<file path="src/rtl/tone_sample_gen.sv">
// tone_sample_gen
//
// Square-wave sample source that sits directly upstream of Audio_Controller.
// It takes one note at a time from the song sequencer over a valid/ready
// handshake. A note is a half-period in clocks minus one (0 means a rest)
// and a duration in clocks (0 is treated as 1). While the note plays, the
// block produces a signed 32-bit square wave. After every note it inserts a
// silent gap of GAP_CYCLES clocks so that repeated notes stay distinct.
//
// Optional feature: define TONE_SAMPLE_GEN_ENVELOPE_EN to add a decaying
// envelope. The amplitude halves every ENV_SHIFT_CYCLES clocks of PLAY and
// stops decaying at AMPLITUDE>>4. Without the macro the amplitude is the
// constant AMPLITUDE, and the envelope logic and its parameter do not exist.
//
// Ports:
//   CLOCK_50                 in   system clock (50 MHz)
//   resetn                   in   asynchronous active-low reset
//   note_valid               in   sequencer presents a note
//   note_ready               out  a note can be accepted this cycle (IDLE)
//   note_half_period [HP_W]  in   clocks per half-cycle minus 1; 0 = rest
//   note_duration   [DUR_W]  in   note length in clocks; 0 treated as 1
//   audio_out_allowed        in   DAC FIFO has space
//   write_audio_out          out  sample write strobe (= audio_out_allowed)
//   left_channel_audio_out   out  signed 32-bit sample
//   right_channel_audio_out  out  same value as left
//   note_done                out  one-cycle pulse in the last gap cycle
//   busy                     out  high while in PLAY or GAP

module tone_sample_gen #(
  parameter int          AMPLITUDE  = 100000000,
  parameter int unsigned HP_W       = 19,
  parameter int unsigned DUR_W      = 23,
  parameter int unsigned GAP_CYCLES = 250000
`ifdef TONE_SAMPLE_GEN_ENVELOPE_EN
  ,
  parameter int unsigned ENV_SHIFT_CYCLES = 1250000
`endif
) (
  input  logic              CLOCK_50,
  input  logic              resetn,
  input  logic              note_valid,
  output logic              note_ready,
  input  logic [HP_W-1:0]   note_half_period,
  input  logic [DUR_W-1:0]  note_duration,
  input  logic              audio_out_allowed,
  output logic              write_audio_out,
  output logic [31:0]       left_channel_audio_out,
  output logic [31:0]       right_channel_audio_out,
  output logic              note_done,
  output logic              busy
);

  // The counter is at least 2 bits wide so that the "one before last" compare
  // used for the registered note_done stays meaningful when GAP_CYCLES is 1.
  localparam int unsigned GAP_W = $clog2(GAP_CYCLES + 2);

  localparam logic signed [31:0] AmpFull = 32'(AMPLITUDE);

  typedef enum logic [1:0] {
    StIdle,
    StPlay,
    StGap
  } state_e;

  state_e             state;
  logic [HP_W-1:0]    hp_reg;
  logic [HP_W-1:0]    hp_cnt;
  logic [DUR_W-1:0]   dur_cnt;
  logic [GAP_W-1:0]   gap_cnt;
  logic               phase;
  logic signed [31:0] sample;

  logic signed [31:0] amp;
  logic signed [31:0] play_sample;

`ifdef TONE_SAMPLE_GEN_ENVELOPE_EN
  localparam int unsigned ENV_W = $clog2(ENV_SHIFT_CYCLES + 1);
  localparam logic [2:0]  EnvStepMax = 3'd4;

  logic [ENV_W-1:0] env_cnt;
  logic [2:0]       env_step;

  always_comb begin
    amp = AmpFull >>> env_step;
  end
`else
  always_comb begin
    amp = AmpFull;
  end
`endif

  // Value to register during a PLAY cycle; a rest (hp_reg == 0) stays silent.
  always_comb begin
    play_sample = '0;
    if (hp_reg != '0) begin
      play_sample = phase ? -amp : amp;
    end
  end

  // Main FSM. note_ready, busy and note_done are registered and are updated
  // so that they describe the state entered at the same edge.
  always_ff @(posedge CLOCK_50 or negedge resetn) begin
    if (!resetn) begin
      state      <= StIdle;
      hp_reg     <= '0;
      hp_cnt     <= '0;
      dur_cnt    <= '0;
      gap_cnt    <= '0;
      phase      <= 1'b0;
      sample     <= '0;
      note_ready <= 1'b1;
      note_done  <= 1'b0;
      busy       <= 1'b0;
`ifdef TONE_SAMPLE_GEN_ENVELOPE_EN
      env_cnt    <= '0;
      env_step   <= '0;
`endif
    end else begin
      note_done <= 1'b0;
      case (state)
        StIdle: begin
          sample <= '0;
          if (note_valid && note_ready) begin
            hp_reg     <= note_half_period;
            dur_cnt    <= (note_duration == '0) ? DUR_W'(1) : note_duration;
            hp_cnt     <= '0;
            phase      <= 1'b0;
            state      <= StPlay;
            note_ready <= 1'b0;
            busy       <= 1'b1;
`ifdef TONE_SAMPLE_GEN_ENVELOPE_EN
            env_cnt    <= '0;
            env_step   <= '0;
`endif
          end
        end

        StPlay: begin
          // Sample follows the phase register, so it lags a phase flip by a clock.
          sample <= play_sample;

          if (hp_cnt == hp_reg) begin
            hp_cnt <= '0;
            phase  <= ~phase;
          end else begin
            hp_cnt <= hp_cnt + HP_W'(1);
          end

`ifdef TONE_SAMPLE_GEN_ENVELOPE_EN
          if (env_cnt == ENV_W'(ENV_SHIFT_CYCLES - 1)) begin
            env_cnt <= '0;
            if (env_step != EnvStepMax) begin
              env_step <= env_step + 3'd1;
            end
          end else begin
            env_cnt <= env_cnt + ENV_W'(1);
          end
`endif

          dur_cnt <= dur_cnt - DUR_W'(1);
          if (dur_cnt == DUR_W'(1)) begin
            gap_cnt <= GAP_W'(GAP_CYCLES);
            state   <= StGap;
            // A single-cycle gap means the next cycle is already the last one.
            if (GAP_CYCLES == 1) begin
              note_done <= 1'b1;
            end
          end
        end

        StGap: begin
          sample  <= '0;
          gap_cnt <= gap_cnt - GAP_W'(1);
          // Raise note_done so that it is visible during the gap_cnt == 1 cycle.
          if (gap_cnt == GAP_W'(2)) begin
            note_done <= 1'b1;
          end
          if (gap_cnt == GAP_W'(1)) begin
            state      <= StIdle;
            note_ready <= 1'b1;
            busy       <= 1'b0;
          end
        end

        default: begin
          state      <= StIdle;
          sample     <= '0;
          note_ready <= 1'b1;
          busy       <= 1'b0;
        end
      endcase
    end
  end

  // The FIFO is fed on every cycle it has room. The samples are held
  // registers, so the current value is always the one to write.
  assign write_audio_out         = audio_out_allowed;
  assign left_channel_audio_out  = sample;
  assign right_channel_audio_out = sample;

endmodule

</file>
<file path="config.mk">
export PLATFORM = sky130hd
export DESIGN_NAME = tone_sample_gen
export DESIGN_NICKNAME = d
export VERILOG_FILES = /design/src/rtl/tone_sample_gen.sv
export SDC_FILE = /design/constraint.sdc
export NUM_CORES = 1
export LEC_CHECK = 0
export CELL_PAD_IN_SITES_DETAIL_PLACEMENT = 1
export CELL_PAD_IN_SITES_GLOBAL_PLACEMENT = 1
export CORE_UTILIZATION = 30
export DETAILED_ROUTE_END_ITERATION = 8
export PLACE_DENSITY_LB_ADDON = 0.1
export SLEW_MARGIN = 0
export SYNTH_ARGS = -nofsm -noshare
export SYNTH_HDL_FRONTEND = slang
export SYNTH_SLANG_ARGS = --single-unit
</file>
<file path="constraint.sdc">
create_clock -name CLOCK_50 -period 5.14 [get_ports CLOCK_50]
set_clock_uncertainty 0.1 [all_clocks]
set_input_delay 0.771 -clock CLOCK_50 [delete_from_list [all_inputs] [get_ports CLOCK_50]]
set_output_delay 0.771 -clock CLOCK_50 [all_outputs]
set_load 0.01 [all_outputs]
</file>
# After elaboration in Yosys (flattened, before gate mapping)
# Index checks and enable logic that the tools add are counted.
[totals] out_inout_bits=68 reg_bits=117
[classes] n_addsub=3 n_reduce_logical=12 eq_ne=10 bitwise_logic=2 n_mux=25
[op_table] op="two-way mux 32 bit" count=3
[op_table] op="two-way mux 23 bit" count=2
[op_table] op="case mux 23 bit (2 select lines)" count=1
[op_table] op="two-way mux 19 bit" count=2
[op_table] op="case mux 19 bit (2 select lines)" count=1
[op_table] op="case mux 18 bit (2 select lines)" count=1
[op_table] op="equality test 23 x 1 -> 1 bit, second input constant" count=1
[op_table] op="zero test 23 bit" count=1
[op_table] op="subtractor 23 x 1 -> 23 bit, second input constant" count=1
[op_table] op="adder 19 x 1 -> 19 bit, second input constant" count=1
[op_table] op="equality test 19 bit" count=1
[op_table] op="nonzero test 19 bit" count=1
[op_table] op="equality test 18 x 1 -> 1 bit, second input constant" count=1
[op_table] op="equality test 18 x 2 -> 1 bit, second input constant" count=1
[op_table] op="two-way mux 18 bit" count=1
[op_table] op="subtractor 18 x 1 -> 18 bit, second input constant" count=1
[op_table] op="AND reduction 3 bit" count=3
[op_table] op="!= test 2 bit, second input constant" count=4
[op_table] op="two-way mux 1 bit" count=7
[op_table] op="two-way mux 2 bit" count=3
[op_table] op="case mux 1 bit (3 select lines)" count=2
[op_table] op="case mux 2 bit (3 select lines)" count=1
[op_table] op="AND reduction 2 bit" count=3
[op_table] op="nonzero test 2 bit" count=2
[op_table] op="6 further kinds" count=7

# Logic depth before layout (Yosys ltp)
[depth] word_depth=4 ltp_mapped=8 ltp_nobuf=7

# Least setup slack after synthesis
# OpenSTA, ideal clock, no wires.
[synth_path] kind="reg-to-reg" startpoint="register dur_cnt[5]" endpoint="register dur_cnt[18]" period_less_slack_ns=2.309 path_slack_ns=2.831 stages_incl_launch_ff=7 arrival_time_ns=2.078 setup_time_ns=0.131 path_buffers=1 cell_sequence="dfrtp_1 -> or4_4 -> buf_6 -> nor4_4 -> or4b_1 -> nand3_1 -> o211ai_1"
[synth_between] elab_chain_cells=2
[synth_lines] item="from (decl)" line_no="68" source="logic [DUR_W-1:0] dur_cnt;"
[synth_lines] item="from (signal assigned)" line_no="125" source="dur_cnt <= (note_duration == '0) ? DUR_W'(1) : note_duration;"
[synth_lines] item="from (signal assigned)" line_no="160" source="dur_cnt <= dur_cnt - DUR_W'(1);"
[synth_lines] item="subtractor 23 x 1 -> 23 bit" line_no="160"
[synth_lines] item="case mux 23 bit (2 select lines)" line_no="120" source="case (state)"
# No other way between the ends.
# A chain may end at the register's enable or synchronous reset.

# Final worst setup path
[layout_path] startpoint="register dur_cnt[0]" endpoint="register dur_cnt[14]"
# Same word-level chain as after synthesis.

==> flow_summary.json <==
{
  "outcome": "finished, final reports clean",
  "wl_per_cell_um": 16.3,
  "synth-edff-count": 0,
  "setup_viol": 0,
  "dr_total_vias": 4117,
  "grt_overflow": 0,
  "ys_ff_latch": 88,
  "fin_crit_ps": 2790,
  "clk_latency_ps": 350,
  "clk_pin_slew_ps": 60,
  "grt_pass1_wl_um": 22900,
  "syn_area_mm2": 0.00500,
  "diodes": 0,
  "clock_path_buffers": 2,
  "tns_ps": 0,
  "ys_types": 56,
  "dp.cells": 811,
  "fmax_ghz": 0.358,
  "final_common_cell": "nand2_1",
  "cts_tree": "done",
  "synth_top_area_share_pct": 43.5,
  "critPathLaunchType": "register",
  "hold_viol": 0,
  "htree_levels": 3,
  "antenna_found_initial": 0,
  "grt_pass1_vias": 4343,
  "cp.arrival_ps": 2920,
  "ys_seq_area_share_pct": 44.0,
  "pwr-share-comb_pct": 15.7,
  "hp-class": "in2async",
  "reg2reg_slack_ps": 2350,
  "r2r_start": "dur_cnt[0]$_DFFE_PN0P_",
  "die_h_um": 131,
  "cts.sinks": 88,
  "p_per_area_mw_per_mm2": 290,
  "grt_max_degree": 54,
  "end_kind": "register",
  "p_switching_uw": 507,
  "fillers": 1857,
  "drive_above_1_share_pct": 4.91,
  "crit_fanout": 7,
  "seqPwrFrac_pct": 47.8,
  "stdcell_count": 827,
  "crit_end": "dur_cnt[14]$_DFFE_PN0P_",
  "initial_utilization_pct": 31.2,
  "cts_root_buffer": "clkbuf_16",
  "netlist_instances": 561,
  "relSlewSlack_pct": 22.3,
  "async_reset_ff_share_pct": 100,
  "port_buffers": 95,
  "reg2reg_depth": 7,
  "leakage_uw": 0.00267,
  "synthTopCellsByArea": "dfrtp_1, buf_4, nand2_1",
  "max_cap_viol_count": 0,
  "p_clk_share_pct": 36.5,
  "mostFrequentLayoutCells": "nand2_1, clkdlybuf4s50_1, dfrtp_1",
  "worstSetupPathType": "reg2reg",
  "synth_area_leader_cell": "dfrtp_1",
  "final_net_count": 658,
  "via_per_inst": 4.98,
  "swShare_pct": 28.8,
  "cts-resized-gates": 0,
  "grt_setup_unrepaired": "no",
  "area_delta_synth_final_pct": 21.2,
  "ios": 114,
  "largest_reg_flops": 23,
  "drc": 0,
  "drtIter0Drc": 174,
  "gp_congestion": 0.777,
  "die_w_um": 131,
  "peakVddDrop_uv": 130,
  "dp_hpwl_um": 9840,
  "startpoint": "dur_cnt[0]$_DFFE_PN0P_",
  "cts_buffers": 9,
  "timing.rr.end": "dur_cnt[14]$_DFFE_PN0P_",
  "p_int_uw": 1250,
  "yosys_warnings": 0,
  "tightest_slew_ps": 1160,
  "synthFlopType": "dfrtp_1",
  "maxSlewViolCount": 0,
  "fin_crit_sh_pct": 54.4,
  "wirelength_um": 13500,
  "final_util_pct": 37.7,
  "rows": 46,
  "syn_area_per_cell_um2": 8.92,
  "track_usage_pct": 16.7,
  "first_pass_iters": 4,
  "coreArea_mm2": 0.0161,
  "cts_hold_repair.buffers": 0,
  "ant_nets": 0,
  "post_cts_buffers": 0,
  "dieArea_mm2": 0.0172,
  "required_ps": 5270
}
## critical path, cell delays in order, from the launching register on
cell	delay, ps
dfrtp_1	440
inv_1	80
ha_1	160
nor3b_1	640
nand2_1	340
nor3_1	470
a21oi_1	130
a221o_1	320
## power groups by stage
stage          registers (µW)  clock network, µW  logic [µW]
2_1_floorplan             822                  0         205
3_5_place_dp              854                  0         278
3_3_place_gp              850                  0         270
4_1_cts                   842                668         279
5_1_grt                   854                691         308
6_report                  842                642         276
## how the worst min path moves through the flow
stage / slack, ps / end / from
floorplan: 330 / left_channel_audio_out[26]$_DFF_PN0_ / phase$_DFFE_PN0P_
global placement: 390 / gap_cnt[3]$_DFFE_PN0P_ / gap_cnt[3]$_DFFE_PN0P_
detailed placement: 400 / left_channel_audio_out[26]$_DFF_PN0_ / phase$_DFFE_PN0P_
CTS: 290 / left_channel_audio_out[26]$_DFF_PN0_ / resetn
global route: 300 / left_channel_audio_out[26]$_DFF_PN0_ / resetn
finish: 270 / left_channel_audio_out[26]$_DFF_PN0_ / resetn
## Yosys cell counts (5+ instances only)
cell / count
nor4_1: 21
buf_4: 62
xnor2_1: 14
clkbuf_1: 17
o211ai_1: 13
nand4_1: 11
nand3_1: 22
xor2_1: 33
o21ai_0: 12
or3_1: 9
nand2_1: 109
nor3_1: 17
a21oi_1: 7
nor2_1: 46
inv_1: 11
dfrtp_1: 87
ha_1: 6
and3_1: 5
## logic make-up (layout without fill, tap and decap cells)
| family | count (synthesis) | in the layout | share of synthesized area [%] |
|---|---|---|---|
| xor gates and xnor gates | 47 | 47 | 8.23 |
| DFF | 88 | 88 | 44.0 |
| AOI/OAI and AO/OA | 59 | 59 | 8.18 |
| buffers and inverters | 92 | 127 | 11.7 |
| and+or+nand+nor | 267 | 267 | 26.1 |
| muxes | 1 | 1 | 0.200 |
| other | 1 | 16 | 0.0750 |
| adders and majority gates | 6 | 6 | 1.50 |
## metal layers
| layer | GRT usage, % | share of wire (%) |
|---|---|---|
| met5 | 0 | 0 |
| met4 | 5.95 | 1.4 |
| met3 | 3.36 | 3.9 |
| met2 | 28.9 | 49 |
| met1 | 20.4 | 46 |
## layout make-up
type / count / area (µm²) / area share (%)
Timing Repair Buffer: 100 / 986 / 16.3
Sequential cell: 88 / 2200 / 36.4
Tap cell: 216 / 270 / 4.46
Clock buffer: 13 / 270 / 4.46
Clock inverter: 3 / 15.0 / 0.248
Multi-Input combinational cell: 396 / 2270 / 37.5
Inverter: 11 / 41.3 / 0.681
## stage by stage
step / instance area (µm²) / hold slack, ps / setup WS, ps / power [µW]
6_report: 6060 / 274 / 2350 / 1760
3_5_place_dp: 5780 / 396 / 2140 / 1130
5_1_grt: 6060 / 300 / 2140 / 1850
2_1_floorplan: 5060 / 327 / 2830 / 1030
3_3_place_gp: 5780 / 387 / 2140 / 1120
4_1_cts: 6060 / 291 / 2300 / 1790
(Power assumes the default switching activity.)
